### src/rtl/mc_ctrl_pkg.sv
// Shared types for the multicycle RV32I controller: FSM states, datapath mux selects,
// ALU operations, immediate formats and the per-state control word.
package mc_ctrl_pkg;

    typedef enum logic [3:0] {
        FETCH, DECODE, MEMADR, MEMREAD, MEMWB, MEMWRITE,
        EXECR, EXECI, ALUWB, BRANCH, JAL, JALR_ADR
    } state_t;

    typedef enum logic       {ADR_PC, ADR_ALUOUT}          AdrSrc_t;
    typedef enum logic [1:0] {A_PC, A_OLDPC, A_RD1}         SrcA_t;
    typedef enum logic [1:0] {B_RD2, B_IMM, B_FOUR}         SrcB_t;
    typedef enum logic [1:0] {RES_ALUOUT, RES_DATA, RES_ALU} ResultSource_t;

    typedef enum logic [3:0] {
        ALU_ADD, ALU_SUB, ALU_AND, ALU_OR, ALU_XOR,
        ALU_SLT, ALU_SLTU, ALU_SLL, ALU_SRL, ALU_SRA
    } ALUop_t;

    typedef enum logic [2:0] {IMM_I, IMM_S, IMM_B, IMM_U, IMM_J} IMM_t;

    // Coarse ALU request from the FSM; FUNCT defers to the instruction fields.
    typedef enum logic [1:0] {AOP_ADD, AOP_SUB, AOP_FUNCT} AluOpSel_t;

    localparam logic [6:0] OP_LOAD   = 7'b0000011;
    localparam logic [6:0] OP_STORE  = 7'b0100011;
    localparam logic [6:0] OP_R      = 7'b0110011;
    localparam logic [6:0] OP_I      = 7'b0010011;
    localparam logic [6:0] OP_BRANCH = 7'b1100011;
    localparam logic [6:0] OP_JAL    = 7'b1101111;
    localparam logic [6:0] OP_JALR   = 7'b1100111;

    typedef struct packed {
        logic          mem_req;
        logic          mem_write;
        AdrSrc_t       adr_src;
        SrcA_t         src_a;
        SrcB_t         src_b;
        ResultSource_t result_src;
        AluOpSel_t     alu_op;
        logic          reg_write;
        logic          pc_write;
    } ctl_t;

    // Moore part of the control word; input-gated strobes are added in the top.
    function automatic ctl_t state_ctl(input state_t s);
        ctl_t c;
        c = '0;
        case (s)
            FETCH: begin
                c.mem_req    = 1'b1;
                c.adr_src    = ADR_PC;
                c.src_a      = A_PC;
                c.src_b      = B_FOUR;
                c.result_src = RES_ALU;
                c.alu_op     = AOP_ADD;
            end
            DECODE: begin
                c.src_a  = A_OLDPC;
                c.src_b  = B_IMM;
                c.alu_op = AOP_ADD;
            end
            MEMADR, JALR_ADR: begin
                c.src_a  = A_RD1;
                c.src_b  = B_IMM;
                c.alu_op = AOP_ADD;
            end
            MEMREAD: begin
                c.mem_req = 1'b1;
                c.adr_src = ADR_ALUOUT;
            end
            MEMWRITE: begin
                c.mem_req   = 1'b1;
                c.mem_write = 1'b1;
                c.adr_src   = ADR_ALUOUT;
            end
            MEMWB: begin
                c.result_src = RES_DATA;
                c.reg_write  = 1'b1;
            end
            EXECR: begin
                c.src_a  = A_RD1;
                c.src_b  = B_RD2;
                c.alu_op = AOP_FUNCT;
            end
            EXECI: begin
                c.src_a  = A_RD1;
                c.src_b  = B_IMM;
                c.alu_op = AOP_FUNCT;
            end
            ALUWB: begin
                c.result_src = RES_ALUOUT;
                c.reg_write  = 1'b1;
            end
            BRANCH: begin
                c.src_a      = A_RD1;
                c.src_b      = B_RD2;
                c.alu_op     = AOP_SUB;
                c.result_src = RES_ALUOUT;
            end
            JAL: begin
                c.src_a      = A_OLDPC;
                c.src_b      = B_FOUR;
                c.alu_op     = AOP_ADD;
                c.result_src = RES_ALUOUT;
                c.pc_write   = 1'b1;
            end
            default: c = '0;
        endcase
        return c;
    endfunction

    function automatic IMM_t imm_decode(input logic [6:0] op);
        case (op)
            OP_STORE:  return IMM_S;
            OP_BRANCH: return IMM_B;
            OP_JAL:    return IMM_J;
            default:   return IMM_I;
        endcase
    endfunction

endpackage

### src/rtl/alu_dec.sv
// ALU operation decoder: maps the FSM request plus funct3/funct7 to an ALU op and
// flags R-type funct7 encodings the core does not implement.
module alu_dec
    import mc_ctrl_pkg::*;
(
    input  AluOpSel_t  alu_op,
    input  logic [2:0] funct3,
    input  logic [6:0] funct7,
    input  logic       opcode5,
    output ALUop_t     alu_control,
    output logic       bad_funct
);

    // NOTE: every always_comb output gets a default first so no path can infer a latch.
    always_comb begin
        alu_control = ALU_ADD;
        bad_funct   = 1'b0;
        case (alu_op)
            AOP_ADD: alu_control = ALU_ADD;
            AOP_SUB: alu_control = ALU_SUB;
            default: begin
                case (funct3)
                    // funct7[5] is immediate data for addi, so SUB needs the R-type bit too.
                    3'b000:  alu_control = (opcode5 && funct7[5]) ? ALU_SUB : ALU_ADD;
                    3'b001:  alu_control = ALU_SLL;
                    3'b010:  alu_control = ALU_SLT;
                    3'b011:  alu_control = ALU_SLTU;
                    3'b100:  alu_control = ALU_XOR;
                    3'b101:  alu_control = funct7[5] ? ALU_SRA : ALU_SRL;
                    3'b110:  alu_control = ALU_OR;
                    default: alu_control = ALU_AND;
                endcase
                bad_funct = opcode5 && (funct7 != 7'b0000000) && (funct7 != 7'b0100000);
            end
        endcase
    end

endmodule

### src/rtl/multicycle_controller.sv
// Sequencing FSM for the multicycle RV32I core: registers the state and its Moore
// control word, then adds the mem_ready/zero gated strobes and reset masking.
module multicycle_controller
    import mc_ctrl_pkg::*;
(
    input  logic          clk,
    input  logic          rst,
    input  logic [6:0]    opcode,
    input  logic [2:0]    funct3,
    input  logic [6:0]    funct7,
    input  logic          zero,
    input  logic          mem_ready,
    output logic          mem_req,
    output logic          mem_write,
    output AdrSrc_t       adr_src,
    output logic          ir_write,
    output logic          pc_write,
    output logic          reg_write,
    output SrcA_t         alu_src_a,
    output SrcB_t         alu_src_b,
    output ResultSource_t result_src,
    output ALUop_t        alu_control,
    output IMM_t          imm_src,
    output logic          illegal
);

    state_t state, next_state;
    ctl_t   ctl;
    logic   bad_funct;
    logic   known_op;
    logic   branch_taken;
    logic   branch_bad;

    always_comb begin
        known_op     = 1'b1;
        branch_taken = 1'b0;
        branch_bad   = 1'b0;
        next_state   = state;

        case (funct3)
            3'b000:  branch_taken = zero;
            3'b001:  branch_taken = !zero;
            default: branch_bad   = 1'b1;
        endcase

        case (state)
            FETCH:    if (mem_ready) next_state = DECODE;
            DECODE: begin
                case (opcode)
                    OP_LOAD, OP_STORE: next_state = MEMADR;
                    OP_R:              next_state = EXECR;
                    OP_I:              next_state = EXECI;
                    OP_BRANCH:         next_state = BRANCH;
                    OP_JAL:            next_state = JAL;
                    OP_JALR:           next_state = JALR_ADR;
                    default: begin
                        known_op   = 1'b0;
                        next_state = FETCH;
                    end
                endcase
            end
            MEMADR:   next_state = opcode[5] ? MEMWRITE : MEMREAD;
            MEMREAD:  if (mem_ready) next_state = MEMWB;
            MEMWRITE: if (mem_ready) next_state = FETCH;
            EXECR:    next_state = bad_funct ? FETCH : ALUWB;
            EXECI:    next_state = ALUWB;
            JAL:      next_state = ALUWB;
            JALR_ADR: next_state = JAL;
            default:  next_state = FETCH;
        endcase
    end

    // Control word is registered with the state it belongs to, so both flip together.
    // NOTE: sequential state uses non-blocking assignments so every flop samples pre-edge values.
    always_ff @(posedge clk) begin
        if (rst) begin
            state <= FETCH;
            ctl   <= state_ctl(FETCH);
        end else begin
            state <= next_state;
            ctl   <= state_ctl(next_state);
        end
    end

    alu_dec u_alu_dec (
        .alu_op      (ctl.alu_op),
        .funct3      (funct3),
        .funct7      (funct7),
        .opcode5     (opcode[5]),
        .alu_control (alu_control),
        .bad_funct   (bad_funct)
    );

    assign adr_src    = ctl.adr_src;
    assign alu_src_a  = ctl.src_a;
    assign alu_src_b  = ctl.src_b;
    assign result_src = ctl.result_src;
    assign imm_src    = imm_decode(opcode);

    // Strobes are masked by rst so a reset cycle can never commit a write.
    assign mem_req   = !rst && ctl.mem_req;
    assign mem_write = !rst && ctl.mem_write;
    assign reg_write = !rst && ctl.reg_write;
    assign ir_write  = !rst && (state == FETCH) && mem_ready;
    assign pc_write  = !rst && (ctl.pc_write
                                || ((state == FETCH) && mem_ready)
                                || ((state == BRANCH) && branch_taken));
    assign illegal   = !rst && (((state == DECODE) && !known_op)
                                || ((state == EXECR) && bad_funct)
                                || ((state == BRANCH) && branch_bad));

endmodule

### config.mk
export PLATFORM = sky130hd
export DESIGN_NAME = multicycle_controller
export DESIGN_NICKNAME = d
export VERILOG_FILES = /design/src/rtl/mc_ctrl_pkg.sv /design/src/rtl/alu_dec.sv /design/src/rtl/multicycle_controller.sv
export SDC_FILE = /design/constraint.sdc
export NUM_CORES = 1
export LEC_CHECK = 0
export CAP_MARGIN = 10
export CORE_ASPECT_RATIO = 1.25
export CORE_MARGIN = 2
export CORE_UTILIZATION = 25
export CTS_CLUSTER_SIZE = 12
export DETAILED_ROUTE_END_ITERATION = 8
export PLACE_DENSITY = 0.61
export REMOVE_ABC_BUFFERS = 1
export SYNTH_ARGS = -nofsm -noshare
export SYNTH_HDL_FRONTEND = slang
export SYNTH_SLANG_ARGS = --single-unit
### constraint.sdc
create_clock -name clk -period 3.8 [get_ports clk]
set_input_delay 0.76 -clock clk [delete_from_list [all_inputs] [get_ports clk]]
set_output_delay 0.76 -clock clk [all_outputs]
set_load 0.02 [all_outputs]
==> metrics.log, run 1 <==
INFO  metric outcome = finished clean
INFO  metric antenna_cells = 0
INFO  metric post_cts_buffers = 0
INFO  metric dieHeight = 78.37 µm
INFO  metric ys_warn_count = 0
INFO  metric rsz0062_at_grt = false
INFO  metric routed_via_density = 4.734
INFO  metric fin_worst_hold_slack = approximately 0.80 ns
INFO  metric drv_slew = 0
INFO  metric fmax = approximately 270 MHz
INFO  metric fillers = just under 500
INFO  metric max_cap_violations = 0
INFO  metric ctsHtreeMaxLevel = 1
INFO  metric synthesis.area = around 0.0011 mm²
INFO  metric worst_clock_skew = 0.001909 ns
INFO  metric drt.antenna.violating_nets = 0
INFO  metric wirelength = ~2.7 mm
INFO  metric postLayoutSetupSlackWorst = 0.1548 ns
INFO  metric power_per_cell_area = 255.8 mW/mm²
INFO  metric regToRegStartpoint = state[1]$_SDFF_PP0_
INFO  metric drt-wirelength-per-cell = 12.20 µm
INFO  metric cts-buffers-inserted = 3
INFO  metric floorplan.rows = 27
INFO  metric postSynthAreaPerCell = 8.508 µm²
INFO  metric die_x = 63.49 µm
INFO  metric first_pass_grt_wire_length = between 4 and 5 mm
INFO  metric final_net_count = ~190
INFO  metric cp_max_fo = 5
INFO  metric maximum_number_of_pins_on_one_net_before_global_route_repair = 18
INFO  metric worstHoldStart = state[0]$_SDFF_PP0_
INFO  metric clock_tree.root_cell = clkbuf_8
INFO  metric setup_tns = 0 ns
INFO  metric regToRegEndpoint = alu_src_b[0]$_SDFF_PP0_
INFO  metric place_worst_setup_slack = around 0.17 ns
INFO  metric timing.final.hold_violations = 0
INFO  metric clkSinkCount = 17
INFO  metric ioPinCount = between 40 and 50
INFO  metric starting_density_of_the_core = 0.2558
INFO  metric globalplace.congestion = 0.7676
INFO  metric tightestPinTransition = roughly 0.55 ns
INFO  metric hold_path.class = register to register
INFO  metric portBuffers = 40
INFO  metric clkTransAtPathRegs = 0.07 ns
INFO  metric setup.worst_path.end_class = output port
INFO  metric cts_repair_resize_count = 0
INFO  metric synth-edff-count = 0
INFO  metric vias = roughly 1100
INFO  metric postLayoutCoreUtil = 0.3614
INFO  metric drc = 0
INFO  metric synth.ff_latch_count = 17
INFO  metric core-area = 0.004324 mm²
INFO  metric clk_latency = about 0.25 ns
INFO  metric grt_overflow_total = 0
INFO  metric setup_violators_final = 0
INFO  metric fp.dieArea = between 0.004 and 0.005 mm²
INFO  metric post_synth_inst_count = 130
INFO  metric main_synth_ff_type = dfxtp_1
INFO  metric drtPass1Iterations = 4
INFO  metric timing.setup.critical_path_class = input pin to output port
INFO  metric post_synth_num_cell_types = 48
INFO  metric vdd_ir_drop_max = ~180 µV
INFO  metric cp-start-kind = input pin
INFO  metric regToRegSetupSlack = between 1.5 and 2 ns
INFO  metric grt_usage = 0.1174
INFO  metric grt_pass1_vias = approximately 1100
INFO  metric sequential_fraction_of_the_synthesis_area = 0.3077
INFO  metric power.leakage = around 0.56 nW
INFO  metric fraction_of_layout_instances_using_a_drive_strength_above_1 = 0.1280
INFO  metric worst_endpoint_data_arrival_time = ~2.9 ns
INFO  metric number_of_antenna_violations_at_the_first_check_in_global_routing = 0
INFO  metric worst-endpoint-required = 3.04 ns
INFO  metric postSynth.asyncResetShare = 0
INFO  metric slew-limit-headroom = 0.6311
INFO  metric reg2reg_depth = 6
INFO  metric ctsLongestPathBuffers = 2
INFO  metric holdPathEnd = ctl[3]$_SDFF_PP0_
INFO  metric clock_tree_from_tritoncts = yes
INFO  metric ctsHoldBuffers = 0
INFO  metric minimum_clock_period_after_layout = approximately 3.6 ns
INFO  metric timing.hold.worst_path_depth = 3
INFO  metric fin_crit_sh = 0.9593
INFO  metric hpwlAfterDp = about 2.0 mm
INFO  metric syn2layout_area_growth = 41.29%
INFO  metric drt_iter0_drc = 31
-- area by class of cell --
type	count	area, µm²	area share
Inverter	6	22.52	0.01441
Timing Repair Buffer	43	422.9	0.2706
Sequential cell	17	340.3	0.2178
Multi-Input combinational cell	94	658.1	0.4211
Tap cell	58	72.57	0.04644
Clock inverter	1	5.005	0.003203
Clock buffer	3	41.29	0.02642
-- flip-flops by register name, summed over array words and instances, names as in the netlist --
register / cells
adr_src: 1
alu_src_a: 2
alu_src_b: 2
ctl: 6
result_src: 2
state: 4
-- critical path, cell delays in order --
cell and delay, ns:
clkdlybuf4s50_1 0.53, or3b_1 0.38, or3_1 0.40, a31oi_1 0.19, clkdlybuf4s50_1 0.62
-- routing by layer --
metal	global-route usage	share of wire
met1	0.1420	0.43
met2	0.2042	0.49
met3	0.02579	0.074
met4	0.03913	0.0070
met5	0	0
-- cell usage in the layout (no fill, tap or decap), types with 4 or more instances in the layout --
master	synthesis	final
nand3b_1	4	4
and3_1	4	4
a21oi_1	5	5
nor3_1	4	4
clkdlybuf4s50_1	0	40
inv_1	6	6
nand2_1	9	9
nor2b_1	5	5
nor2_1	10	10
dfxtp_1	17	17
-- Yosys cell counts (2+ instances only) --
cell type	n	area, µm²
a21oi_1	5	25.02
a21oi_2	2	17.52
a31oi_1	3	18.77
and3_1	4	25.02
and4b_1	3	30.03
buf_2	2	10.01
buf_4	7	52.55
clkbuf_1	2	7.510
dfxtp_1	17	340.3
inv_1	6	22.52
nand2_1	9	33.78
nand2b_1	3	18.77
nand3b_1	4	30.03
nand4bb_1	2	22.52
nor2_1	10	37.54
nor2b_1	5	31.28
nor3_1	4	20.02
nor3_2	2	20.02
nor4_1	2	12.51
o2111ai_1	2	17.52
o211ai_1	2	15.01
o21ai_0	3	15.01
o21ai_1	3	15.01
or3_1	3	18.77
xnor2_1	2	17.52
-- through the flow --
stage	total power [mW]	cells	area, µm²
final	0.3998	222	1563
after global routing	0.4245	222	1563
after detailed placement	0.2710	218	1516
after CTS	0.4058	222	1563
after floorplan	0.2231	117	1021
after global placement	0.2708	218	1516
-- report_power, final --
part           switching, mW  internal, mW
Sequential           0.00284         0.183
Clock                 0.0606        0.0726
Combinational         0.0379        0.0431
Total                  0.101         0.298
-- worst max path at each step --
stage               cells past startpoint  endpoint  slack, ns      start
finish                                  5  pc_write       0.15  mem_ready
global route                            7   illegal       0.05  opcode[4]
CTS                                     5  pc_write       0.16  mem_ready
detailed placement                      5  pc_write       0.17  mem_ready
global placement                        5  pc_write       0.20  mem_ready
floorplan                               5   illegal       1.07  opcode[1]
-- cell families after synthesis --
logic type      synth area share
compound gates            0.1957
flops                     0.3077
buf+inv                  0.09728
simple gates              0.3835
xor+xnor                 0.01584
Power figures use the tool's default switching activity.
==> inputs of run 2 (changes only) <==
--- a/config.mk
+++ b/config.mk
@@ -9,9 +9,9 @@
 export CORE_ASPECT_RATIO = 1.25
 export CORE_MARGIN = 2
 export CORE_UTILIZATION = 25
-export CTS_CLUSTER_SIZE = 12
+export CTS_CLUSTER_SIZE = 25
 export DETAILED_ROUTE_END_ITERATION = 8
-export PLACE_DENSITY = 0.61
+export PLACE_DENSITY_LB_ADDON = 0.15
 export REMOVE_ABC_BUFFERS = 1
 export SYNTH_ARGS = -nofsm -noshare
 export SYNTH_HDL_FRONTEND = slang
==> metrics.log, run 2 (synthesis results as in run 1) <==
INFO  metric outcome = finished clean
INFO  metric timing.final.hold_violations = 0
INFO  metric portBuffers = 40
INFO  metric drc = 0
INFO  metric regToRegSetupSlack = around 2.0 ns
INFO  metric fillers = 487
INFO  metric critical_path.most_common_cell = clkdlybuf4s50_1
INFO  metric fin_worst_hold_slack = between 0.8 and 0.9 ns
INFO  metric cts-buffers-inserted = 3
INFO  metric fin_total_pwr = between 400 and 500 µW
INFO  metric clock_tree_from_tritoncts = yes
INFO  metric antenna_cells = 0
INFO  metric regToRegEndpoint = alu_src_a[1]$_SDFF_PP0_
INFO  metric ctsHtreeMaxLevel = 1
INFO  metric rsz0062_at_grt = false
INFO  metric post_cts_buffers = 0
INFO  metric largest_register_ffs = 6
INFO  metric worstHoldStart = state[0]$_SDFF_PP0_
INFO  metric grt_usage = 0.1138
INFO  metric setup_violators_final = 0
INFO  metric reg2reg_depth = 6
INFO  metric worstPathCellList = clkdlybuf4s50_1, or3b_1, or3_1, a31oi_1, clkdlybuf4s50_1
INFO  metric power.leakage = around 0.56 nW
INFO  metric dieHeight = about 78 µm
INFO  metric fraction_of_layout_instances_using_a_drive_strength_above_1 = 0.1333
INFO  metric fin_crit_sh = 0.9630
INFO  metric place_worst_setup_slack = 0.1355 ns
INFO  metric drt-wirelength-per-cell = ~12 µm
INFO  metric setup.worst_path.end_class = output port
INFO  metric clkTransAtPathRegs = approximately 0.070 ns
INFO  metric wirelength = about 2.8 mm
INFO  metric minimum_clock_period_after_layout = between 3 and 4 ns
INFO  metric clock_tree.root_cell = clkbuf_8
INFO  metric postLayoutCoreUtil = 0.3631
INFO  metric worst-endpoint-required = 3.04 ns
INFO  metric core-area = around 0.0043 mm²
INFO  metric vdd_ir_drop_max = between 150 and 200 µV
INFO  metric final_net_count = 187
INFO  metric mostFrequentLayoutCell = clkdlybuf4s50_1
INFO  metric ctsLongestPathBuffers = 2
INFO  metric globalplace.congestion = approximately 0.73
INFO  metric cp_max_fo = 5
INFO  metric drt.antenna.violating_nets = 0
INFO  metric holdPathEnd = ctl[3]$_SDFF_PP0_
INFO  metric final_cell_count_no_fill = ~220
INFO  metric drtPass1Iterations = 4
INFO  metric layout.cells.most_common_list = 40 x clkdlybuf4s50_1, 17 x dfxtp_1, 10 x nor2_1
INFO  metric fmax = approximately 270 MHz
INFO  metric clkSinkCount = 17
INFO  metric ctsHoldBuffers = 0
INFO  metric maximum_number_of_pins_on_one_net_before_global_route_repair = 13
INFO  metric worst_clock_skew = around 0.0006 ns
INFO  metric slew-limit-headroom = 0.6655
INFO  metric cp_top_family = buffers and inverters
INFO  metric numPlacedInstances = ~220
INFO  metric die_x = roughly 63 µm
INFO  metric syn2layout_area_growth = 41.97%
INFO  metric grt_pass1_vias = 1076
INFO  metric floorplan.rows = 27
INFO  metric placedInstanceArea = between 0.0015 and 0.002 mm²
INFO  metric fp.dieArea = between 0.004 and 0.005 mm²
INFO  metric ioPinCount = 41
INFO  metric setup_tns = 0 ns
INFO  metric worst_endpoint_data_arrival_time = between 2 and 3 ns
INFO  metric critical_path_cell_count = 5
INFO  metric cp-start-kind = input pin
INFO  metric worst_path_max_delay_cell = clkdlybuf4s50_1
INFO  metric routed_via_density = between 4 and 5
INFO  metric max_cap_violations = 0
INFO  metric postLayoutSetupSlackWorst = 0.1404 ns
INFO  metric tightestPinTransition = 0.4985 ns
INFO  metric drv_slew = 0
INFO  metric vias = 1057
INFO  metric clk_latency = 0.25 ns
INFO  metric grt_overflow_total = 0
INFO  metric final_instance_area = 0.001570 mm²
INFO  metric timing.hold.worst_path_depth = 3
INFO  metric power_per_cell_area = 255.6 mW/mm²
INFO  metric worst_path_largest_cell_delay = between 0.6 and 0.7 ns
INFO  metric regToRegStartpoint = state[1]$_SDFF_PP0_
INFO  metric path_buf_inv = 2
INFO  metric hpwlAfterDp = around 2.2 mm
INFO  metric reg.largest.list = ctl x6, state x4
INFO  metric number_of_antenna_violations_at_the_first_check_in_global_routing = 0
INFO  metric starting_density_of_the_core = 0.2558
INFO  metric hold_path.class = register to register
INFO  metric regMostFlops = ctl
INFO  metric cts_repair_resize_count = 0
INFO  metric drt_iter0_drc = 24
INFO  metric first_pass_grt_wire_length = roughly 4.7 mm
INFO  metric timing.setup.critical_path_class = input pin to output port
## run 2: changes by cell type in the layout (fill, tap and decap cells not counted), sizes merged
cell  before  now
buf        3    4
## run 2: where the power goes
part           switching, mW  internal [mW]  total (mW)
clock                 0.0612         0.0726       0.134
combinational         0.0382         0.0438      0.0820
sequential           0.00297          0.183       0.186
total                  0.102          0.299       0.401
## run 2: final cells by class
class | instances | area (µm²) | area share
Clock buffer | 3 | 41.29 | 0.02629
Inverter | 6 | 22.52 | 0.01434
Multi-Input combinational cell | 94 | 658.1 | 0.4191
Tap cell | 58 | 72.57 | 0.04622
Clock inverter | 1 | 5.005 | 0.003187
Timing Repair Buffer | 44 | 430.4 | 0.2741
Sequential cell | 17 | 340.3 | 0.2167
## run 2: worst reg2reg max path, stage by stage, from the launching register on
cell and delay [ns]:
dfxtp_1 0.50, nor2b_1 0.26, nand2b_1 0.08, and3_1 0.19, o21a_1 0.32, a32oi_1 0.27
nor2_1 0.06
## run 2: layer usage
| metal | track usage | vias up | wire, µm |
|---|---|---|---|
| met5 | 0 | - | 0 |
| met3 | 0.02436 | 4 | 111 |
| li1 | - | 539 | - |
| met1 | 0.1339 | 489 | 1212 |
| met4 | 0.03261 | 0 | 31 |
| met2 | 0.2053 | 25 | 1398 |
## run 2: worst max-delay path by stage
| stage | start | end | slack [ns] |
|---|---|---|---|
| after CTS | mem_ready | pc_write | 0.14 |
| after global routing | mem_ready | pc_write | 0.03 |
| after detailed placement | mem_ready | pc_write | 0.14 |
| after floorplan | opcode[1] | illegal | 1.07 |
| after global placement | mem_ready | pc_write | 0.15 |
| final | mem_ready | pc_write | 0.14 |
==> inputs of run 3 (changes only) <==
--- a/config.mk
+++ b/config.mk
@@ -12,7 +12,6 @@
 export CTS_CLUSTER_SIZE = 25
 export DETAILED_ROUTE_END_ITERATION = 8
 export PLACE_DENSITY_LB_ADDON = 0.15
-export REMOVE_ABC_BUFFERS = 1
 export SYNTH_ARGS = -nofsm -noshare
 export SYNTH_HDL_FRONTEND = slang
 export SYNTH_SLANG_ARGS = --single-unit
==> metrics.log, run 3 (synthesis results as in run 1) <==
INFO  metric place_worst_setup_slack = 0.1496 ns
INFO  metric final_net_count = 187
INFO  metric routed_via_density = 4.610
INFO  metric ctsHtreeMaxLevel = 1
INFO  metric vdd_ir_drop_max = 312.9 µV
INFO  metric grt_overflow_total = 0
INFO  metric worst_path_largest_cell_delay = roughly 0.64 ns
INFO  metric grt_usage = 0.1125
INFO  metric worst_path_max_delay_cell = clkdlybuf4s50_1
INFO  metric globalplace.congestion = 0.7498
INFO  metric tightestPinTransition = approximately 0.52 ns
INFO  metric clkSinkCount = 17
INFO  metric hpwlAfterDp = 2.190 mm
INFO  metric clk_latency = between 0.2 and 0.3 ns
INFO  metric slew-limit-headroom = 0.6482
INFO  metric rsz0062_at_grt = false
INFO  metric outcome = finished clean
INFO  metric fraction_of_layout_instances_using_a_drive_strength_above_1 = 0.1333
INFO  metric drt-wirelength-per-cell = 12.26 µm
INFO  metric power_per_cell_area = 254.1 mW/mm²
INFO  metric setup.worst_path.end_class = output port
INFO  metric ioPinCount = 41
INFO  metric grt_pass1_vias = 1009
INFO  metric number_of_antenna_violations_at_the_first_check_in_global_routing = 0
INFO  metric cp_max_fo = 5
INFO  metric largest_register_ffs = 6
INFO  metric ctsLongestPathBuffers = 2
INFO  metric drt_iter0_drc = 19
INFO  metric vias = roughly 1000
INFO  metric worst-endpoint-required = between 3 and 4 ns
INFO  metric ctsHoldBuffers = 0
INFO  metric seq_area = roughly 340 µm²
INFO  metric regMostFlops = ctl
INFO  metric clkTransAtPathRegs = 0.06 ns
INFO  metric wirelength = about 2.7 mm
INFO  metric postLayoutSetupSlackWorst = 0.1632 ns
INFO  metric hold_path.class = register to register
INFO  metric starting_density_of_the_core = 0.2558
INFO  metric first_pass_grt_wire_length = 4.602 mm
INFO  metric die_x = 63.49 µm
INFO  metric cts_repair_resize_count = 0
INFO  metric cts-buffers-inserted = 3
INFO  metric worst_clock_skew = a little over 0.0005 ns
INFO  metric fmax = between 200 and 300 MHz
INFO  metric minimum_clock_period_after_layout = 3.637 ns
INFO  metric fin_worst_hold_slack = between 0.8 and 0.9 ns
INFO  metric drtPass1Iterations = 4
INFO  metric portBuffers = 40
INFO  metric mostFrequentLayoutCell = clkdlybuf4s50_1
INFO  metric fp.dieArea = 0.004975 mm²
INFO  metric dieHeight = 78.37 µm
INFO  metric syn2layout_area_growth = 41.97%
INFO  metric timing.final.hold_violations = 0
INFO  metric power.leakage = approximately 0.56 nW
INFO  metric numPlacedInstances = around 220
INFO  metric clock_tree.root_cell = clkbuf_8
INFO  metric antenna_cells = 0
INFO  metric fillers = between 400 and 500
INFO  metric drc = 0
INFO  metric setup_violators_final = 0
INFO  metric multiInputGateArea = around 660 µm²
INFO  metric post_cts_buffers = 0
INFO  metric final_cell_count_no_fill = about 220
INFO  metric core-area = about 0.0043 mm²
INFO  metric floorplan.rows = 27
INFO  metric clock_tree_from_tritoncts = yes
INFO  metric critical_path.most_common_cell = clkdlybuf4s50_1
INFO  metric drt.antenna.violating_nets = 0
INFO  metric max_cap_violations = 0
INFO  metric setup_tns = 0 ns
INFO  metric timing.setup.critical_path_class = input pin to output port
INFO  metric worst_endpoint_data_arrival_time = between 2 and 3 ns
INFO  metric cp-start-kind = input pin
INFO  metric worstPathCellList = clkdlybuf4s50_1, or3b_1, or3_1, a31oi_1, clkdlybuf4s50_1
INFO  metric synth_fp_nets = around 150
INFO  metric fin_crit_sh = 0.9571
INFO  metric reg.largest.list = ctl x6, state x4
INFO  metric layout.cells.most_common_list = 40 x clkdlybuf4s50_1, 17 x dfxtp_1, 10 x nor2_1
INFO  metric maximum_number_of_pins_on_one_net_before_global_route_repair = 14
INFO  metric drv_slew = 0
run 3: layer usage:
layer,part of all wire,global-route usage
met2,0.50,0.2021
met3,0.074,0.04011
met5,0,0
met4,0,0.01304
met1,0.42,0.1310
run 3: final timing paths:
| kind | start | end | slack (ns) | cells after the start |
|---|---|---|---|---|
| min reg2reg | state[0]$_SDFF_PP0_ | ctl[3]$_SDFF_PP0_ | 0.82 | 3 |
| min | state[0]$_SDFF_PP0_ | ctl[3]$_SDFF_PP0_ | 0.82 | 3 |
| max | mem_ready | pc_write | 0.16 | 5 |
| max reg2reg | state[1]$_SDFF_PP0_ | alu_src_b[1]$_SDFF_PP1_ | 2.03 | 5 |
run 3: stage by stage:
stage	cell area, µm²	util	total power [mW]
after global routing	1570	0.3631	0.4180
final	1570	0.3631	0.3990
after floorplan	1106	-	0.2318
after global placement	1524	0.3524	0.2712
after detailed placement	1524	0.3524	0.2721
after CTS	1570	0.3631	0.4043
run 3: final cells by class:
class	count	share of cell area
inverters	6	0.01434
clock buffers	3	0.02629
repair buffers	44	0.2741
well taps	58	0.04622
clock inverters	1	0.003187
flip-flops and latches	17	0.2167
multi-input cells	94	0.4191
run 3: where the power goes:
part | internal, mW | switching, mW
clock | 0.0726 | 0.0590
combinational | 0.0438 | 0.0380
sequential | 0.183 | 0.00293
run 3: worst max-delay path, delay by kind of cell:
| kind | cells | cell delay, ns |
|---|---|---|
| buffers and inverters | 2 | 1.16 |
| AND/OR/NAND/NOR | 2 | 0.76 |
| AO/OA/AOI/OAI | 1 | 0.19 |
==> RTL change 1: new RTL, settings of run 2 <==
Re-encode `state_t` (12 states) as one-hot, 12 bits wide.
--- a/src/rtl/mc_ctrl_pkg.sv
+++ b/src/rtl/mc_ctrl_pkg.sv
@@ -4,5 +4,5 @@
 
-    typedef enum logic [3:0] {
-        FETCH, DECODE, MEMADR, MEMREAD, MEMWB, MEMWRITE,
-        EXECR, EXECI, ALUWB, BRANCH, JAL, JALR_ADR
+    typedef enum logic [11:0] {
+        FETCH = 12'b000000000001, DECODE = 12'b000000000010, MEMADR = 12'b000000000100, MEMREAD = 12'b000000001000, MEMWB = 12'b000000010000, MEMWRITE = 12'b000000100000,
+        EXECR = 12'b000001000000, EXECI = 12'b000010000000, ALUWB = 12'b000100000000, BRANCH = 12'b001000000000, JAL = 12'b010000000000, JALR_ADR = 12'b100000000000
     } state_t;
Behaviour: no difference found for any inputs over 10 cycles, from zero or initial values and one cycle with rst high; not proved beyond that.
==> RTL change 1 against run 2 <==
- design area is 19% higher
- wire length is 32% higher
- die area is 25% higher
- power is 41% higher
- combinational power is 52% higher
- synthesized area is 27% higher
- hold slack worse by 0.17 ns
- sequential cell count is 8 higher
- setup slack better by 0.022 ns
- critical path type unchanged
==> RTL change 1: results (changes against run 2) <==
\begin{tabular}{lr}
\hline
Metric & Value \\
\hline
\multicolumn{2}{l}{\textbf{Final layout}} \\
Clock tree buffer count of the final layout & 4 (+1) \\
Filler Cells Inserted & 612 (+26\%) \\
Non-Clock Buffer Area Fraction & 23.4\% (-4.0 points) \\
Top Registers & state (12), ctl (6) \\
Proportion of cell area occupied by multi-input gates & 42.1\% (+0.14 points) \\
\multicolumn{2}{l}{\textbf{Power and ir drop}} \\
Switching power total & 0.000154 W (+51\%) \\
Flop pwr share & 50.0\% (+3.8 points) \\
Sequential power & 0.000284 W (+53\%) \\
Static Leakage & 0.678 nW (+21\%) \\
\multicolumn{2}{l}{\textbf{Critical path}} \\
Setup slack of the most critical reg-to-reg path & 1.64 ns (-0.36 ns) \\
Capturing point of the worst reg2reg path & alu\_src\_b[1]\$\_SDFF\_PP1\_ \\
End point of the critical path & illegal \\
Arrival time of data at the critical path endpoint & 2.88 ns (-0.02 ns) \\
\multicolumn{2}{l}{\textbf{Hold path}} \\
Cell depth of the worst hold path & 2 (-1) \\
\multicolumn{2}{l}{\textbf{Synth}} \\
Post-synth top cells & 25 x dfxtp\_1, 23 x nor2\_1, 14 x nand2\_1 \\
Dominant cells by area after synthesis & dfxtp\_1 36\%, nor2\_1 6.2\%, nor3\_1 3.9\%, nand2\_1 3.8\%, o21ai\_0 3.2\% \\
\multicolumn{2}{l}{\textbf{Routing}} \\
Drt initial violations & 60 (+150\%) \\
Met3 wire length & 172 µm (+55\%) \\
\multicolumn{2}{l}{\textbf{Timing}} \\
Worst-Margin Slew & 0.532 ns (+0.0334 ns) \\
Post-route fraction of the period consumed by the critical path & 95.7\% (-0.59 points) \\
\multicolumn{2}{l}{\textbf{Status}} \\
Outcome & completed \\
\multicolumn{2}{l}{\textbf{Placement}} \\
Half-perimeter wire length of the detailed placement result & 2.82 mm (+31\%) \\
\multicolumn{2}{l}{\textbf{CTS}} \\
Clock-pin transition on the worst setup and hold timing paths & 0.09 ns (+0.02 ns) \\
\multicolumn{2}{l}{\textbf{Global routing}} \\
Number of global-route vias before repair & 1309 (+22\%) \\
Global-route track usage on met2 & 22.9\% (+2.4 points) \\
Global-route track usage on met3 & 1.84\% (-0.59 points) \\
\hline
\end{tabular}
-- RTL change 1: changes by cell type after synthesis, moves of 3 or more --
cell,change
clkbuf_1,+7
dfxtp_1,+8
nand2_1,+5
nand3_1,+3
nand3b_1,-3
nor2_1,+13
nor3_1,+7
o21ai_0,+6
o21ai_1,-3
xor2_1,+3
-- RTL change 1: worst min path at each step --
stage | start | end | slack (ns)
after detailed placement | state[3]$_SDFF_PP0_ | state[3]$_SDFF_PP0_ | 0.63
final | state[3]$_SDFF_PP0_ | state[3]$_SDFF_PP0_ | 0.65
after global routing | state[3]$_SDFF_PP0_ | state[3]$_SDFF_PP0_ | 0.69
after floorplan | state[3]$_SDFF_PP0_ | state[3]$_SDFF_PP0_ | 0.57
after global placement | state[3]$_SDFF_PP0_ | state[3]$_SDFF_PP0_ | 0.63
after CTS | state[3]$_SDFF_PP0_ | state[3]$_SDFF_PP0_ | 0.64
==> RTL change 2: new RTL, settings of run 2 <==
Made on the original files. Make the reset (`rst`) asynchronous in one clocked block.
--- a/src/rtl/multicycle_controller.sv
+++ b/src/rtl/multicycle_controller.sv
@@ -74,3 +74,3 @@
     // NOTE: sequential state uses non-blocking assignments so every flop samples pre-edge values.
-    always_ff @(posedge clk) begin
+    always_ff @(posedge clk or posedge rst) begin
         if (rst) begin
Formal check against the unedited RTL: differs if rst is asserted again (counterexample within 4 cycles, from zero or initial values and one cycle with rst high); with rst held inactive, the same outputs for 10 cycles.
==> RTL change 2 against run 2 <==
- clock skew is 0.0014 ns higher
- power rose by 15%
- wire length shrank 0.40%
- setup slack better by 0.23 ns
- cell count decreased by 4.9%
- synthesized area down 1.4%
- sequential cell count is the same
- design area decreased by 2.4%
- largest cell class unchanged
- highest routed layer unchanged
==> RTL change 2: results (changes against run 2) <==
\begin{tabular}{lr}
\hline
Metric & Value \\
\hline
\multicolumn{2}{l}{\textbf{Routing}} \\
Metal2 WL & 1.43 mm (+2.5\%) \\
Via Count & 1002 (-5.2\%) \\
Met3 wire length & 106 µm (-4.5\%) \\
Total Wirelength & 2.74 mm (-0.40\%) \\
Drt initial violations & 28 (+17\%) \\
\multicolumn{2}{l}{\textbf{Global routing}} \\
Global-route track usage on met2 & 20.9\% (+0.32 points) \\
Global-route met1 utilization & 13.6\% (+0.24 points) \\
Global-route track usage on met3 & 2.03\% (-0.41 points) \\
Global-route wire length before repair & 4.64 mm (-0.45\%) \\
\multicolumn{2}{l}{\textbf{Synth}} \\
Number of distinct library cells after synthesis & 42 (-13\%) \\
Ys async rst share & 100\% (+100 points) \\
Top FF cell, synth & dfrtp\_1 \\
Proportion of synthesized chip area in sequential cells & 39.3\% (+8.6 points) \\
\multicolumn{2}{l}{\textbf{Placement}} \\
Half-perimeter wire length of the detailed placement result & 2.22 mm (+3.3\%) \\
Setup Slack @ Placement & 0.379 ns (+0.244 ns) \\
\multicolumn{2}{l}{\textbf{Timing}} \\
Worst-Margin Slew & 0.623 ns (+0.124 ns) \\
Max Clock Skew & 0.00199 ns (+0.00141 ns) \\
\multicolumn{2}{l}{\textbf{Final layout}} \\
Fraction of layout cells with a size suffix above 1 & 8.33\% (-5.0 points) \\
Net count reported at finish & 178 (-4.8\%) \\
\multicolumn{2}{l}{\textbf{Hold path}} \\
Startpoint of the most critical hold path & state[3]\$\_DFF\_PP0\_ \\
\multicolumn{2}{l}{\textbf{Power and ir drop}} \\
Flop pwr share & 44.8\% (-1.4 points) \\
Worst ir drop on vdd & 0.209 mV (+36\%) \\
\multicolumn{2}{l}{\textbf{Critical path}} \\
Start of the worst register-to-register path & state[1]\$\_DFF\_PP0\_ \\
Setup crit start & opcode[5] \\
Arrival time of data at the critical path endpoint & 2.67 ns (-0.23 ns) \\
\multicolumn{2}{l}{\textbf{Status}} \\
Outcome & completed \\
\hline
\end{tabular}
## RTL change 2: cell types whose count changed after synthesis, moves of 3 or more
cell | run 2 | this run
o21ai_1 | 3 | 0
dfxtp_1 | 17 | 0
dfrtp_1 | 0 | 14
dfstp_2 | 0 | 3
nand3_1 | 1 | 4
o21ai_0 | 3 | 7
## RTL change 2: logic make-up after synthesis
| logic type | synth area share (%) |
|---|---|
| compound gates | 15.0 |
| xor+xnor | 1.61 |
| buf+inv | 10.2 |
| flops | 39.3 |
| simple gates | 33.8 |
## RTL change 2: final cells by class
type                            instances  area (µm²)
Tap cell                               56        70.1
Inverter                               10        37.5
Sequential cell                        17         429
Multi-Input combinational cell         85         551
Fill cell                             443        2600
Timing Repair Buffer                   40         400
Clock buffer                            4        45.0
## RTL change 2: critical path: stages
cell and delay, ns:
clkdlybuf4s50_1 0.60, nand3b_1 0.10, a21oi_1 0.18, inv_1 0.06, o22ai_1 0.15, a21oi_1 0.06
nor2_1 0.13, clkdlybuf4s50_1 0.62
## RTL change 2: final timing paths
kind / to / slack, ns / cells after the start
worst max-delay path: illegal / 0.37 / 8
worst min-delay path: adr_src$_DFF_PP0_ / 0.71 / 1
worst max register to register: alu_src_a[1]$_DFF_PP0_ / 1.83 / 4
worst min register to register: adr_src$_DFF_PP0_ / 0.71 / 1
max in group asynchronous: ctl[1]$_DFF_PP0_ / 2.31 / 2
min in group asynchronous: ctl[0]$_DFF_PP0_ / 1.09 / 2
## RTL change 2: through the flow
stage	hold WS, ns	total power, W	area (µm²)
2_1_floorplan	0.583	0.000272	1020
3_3_place_gp	0.714	0.000335	1490
3_5_place_dp	0.710	0.000336	1490
4_1_cts	0.723	0.000469	1530
5_1_grt	0.753	0.000489	1530
6_report	0.713	0.000462	1530
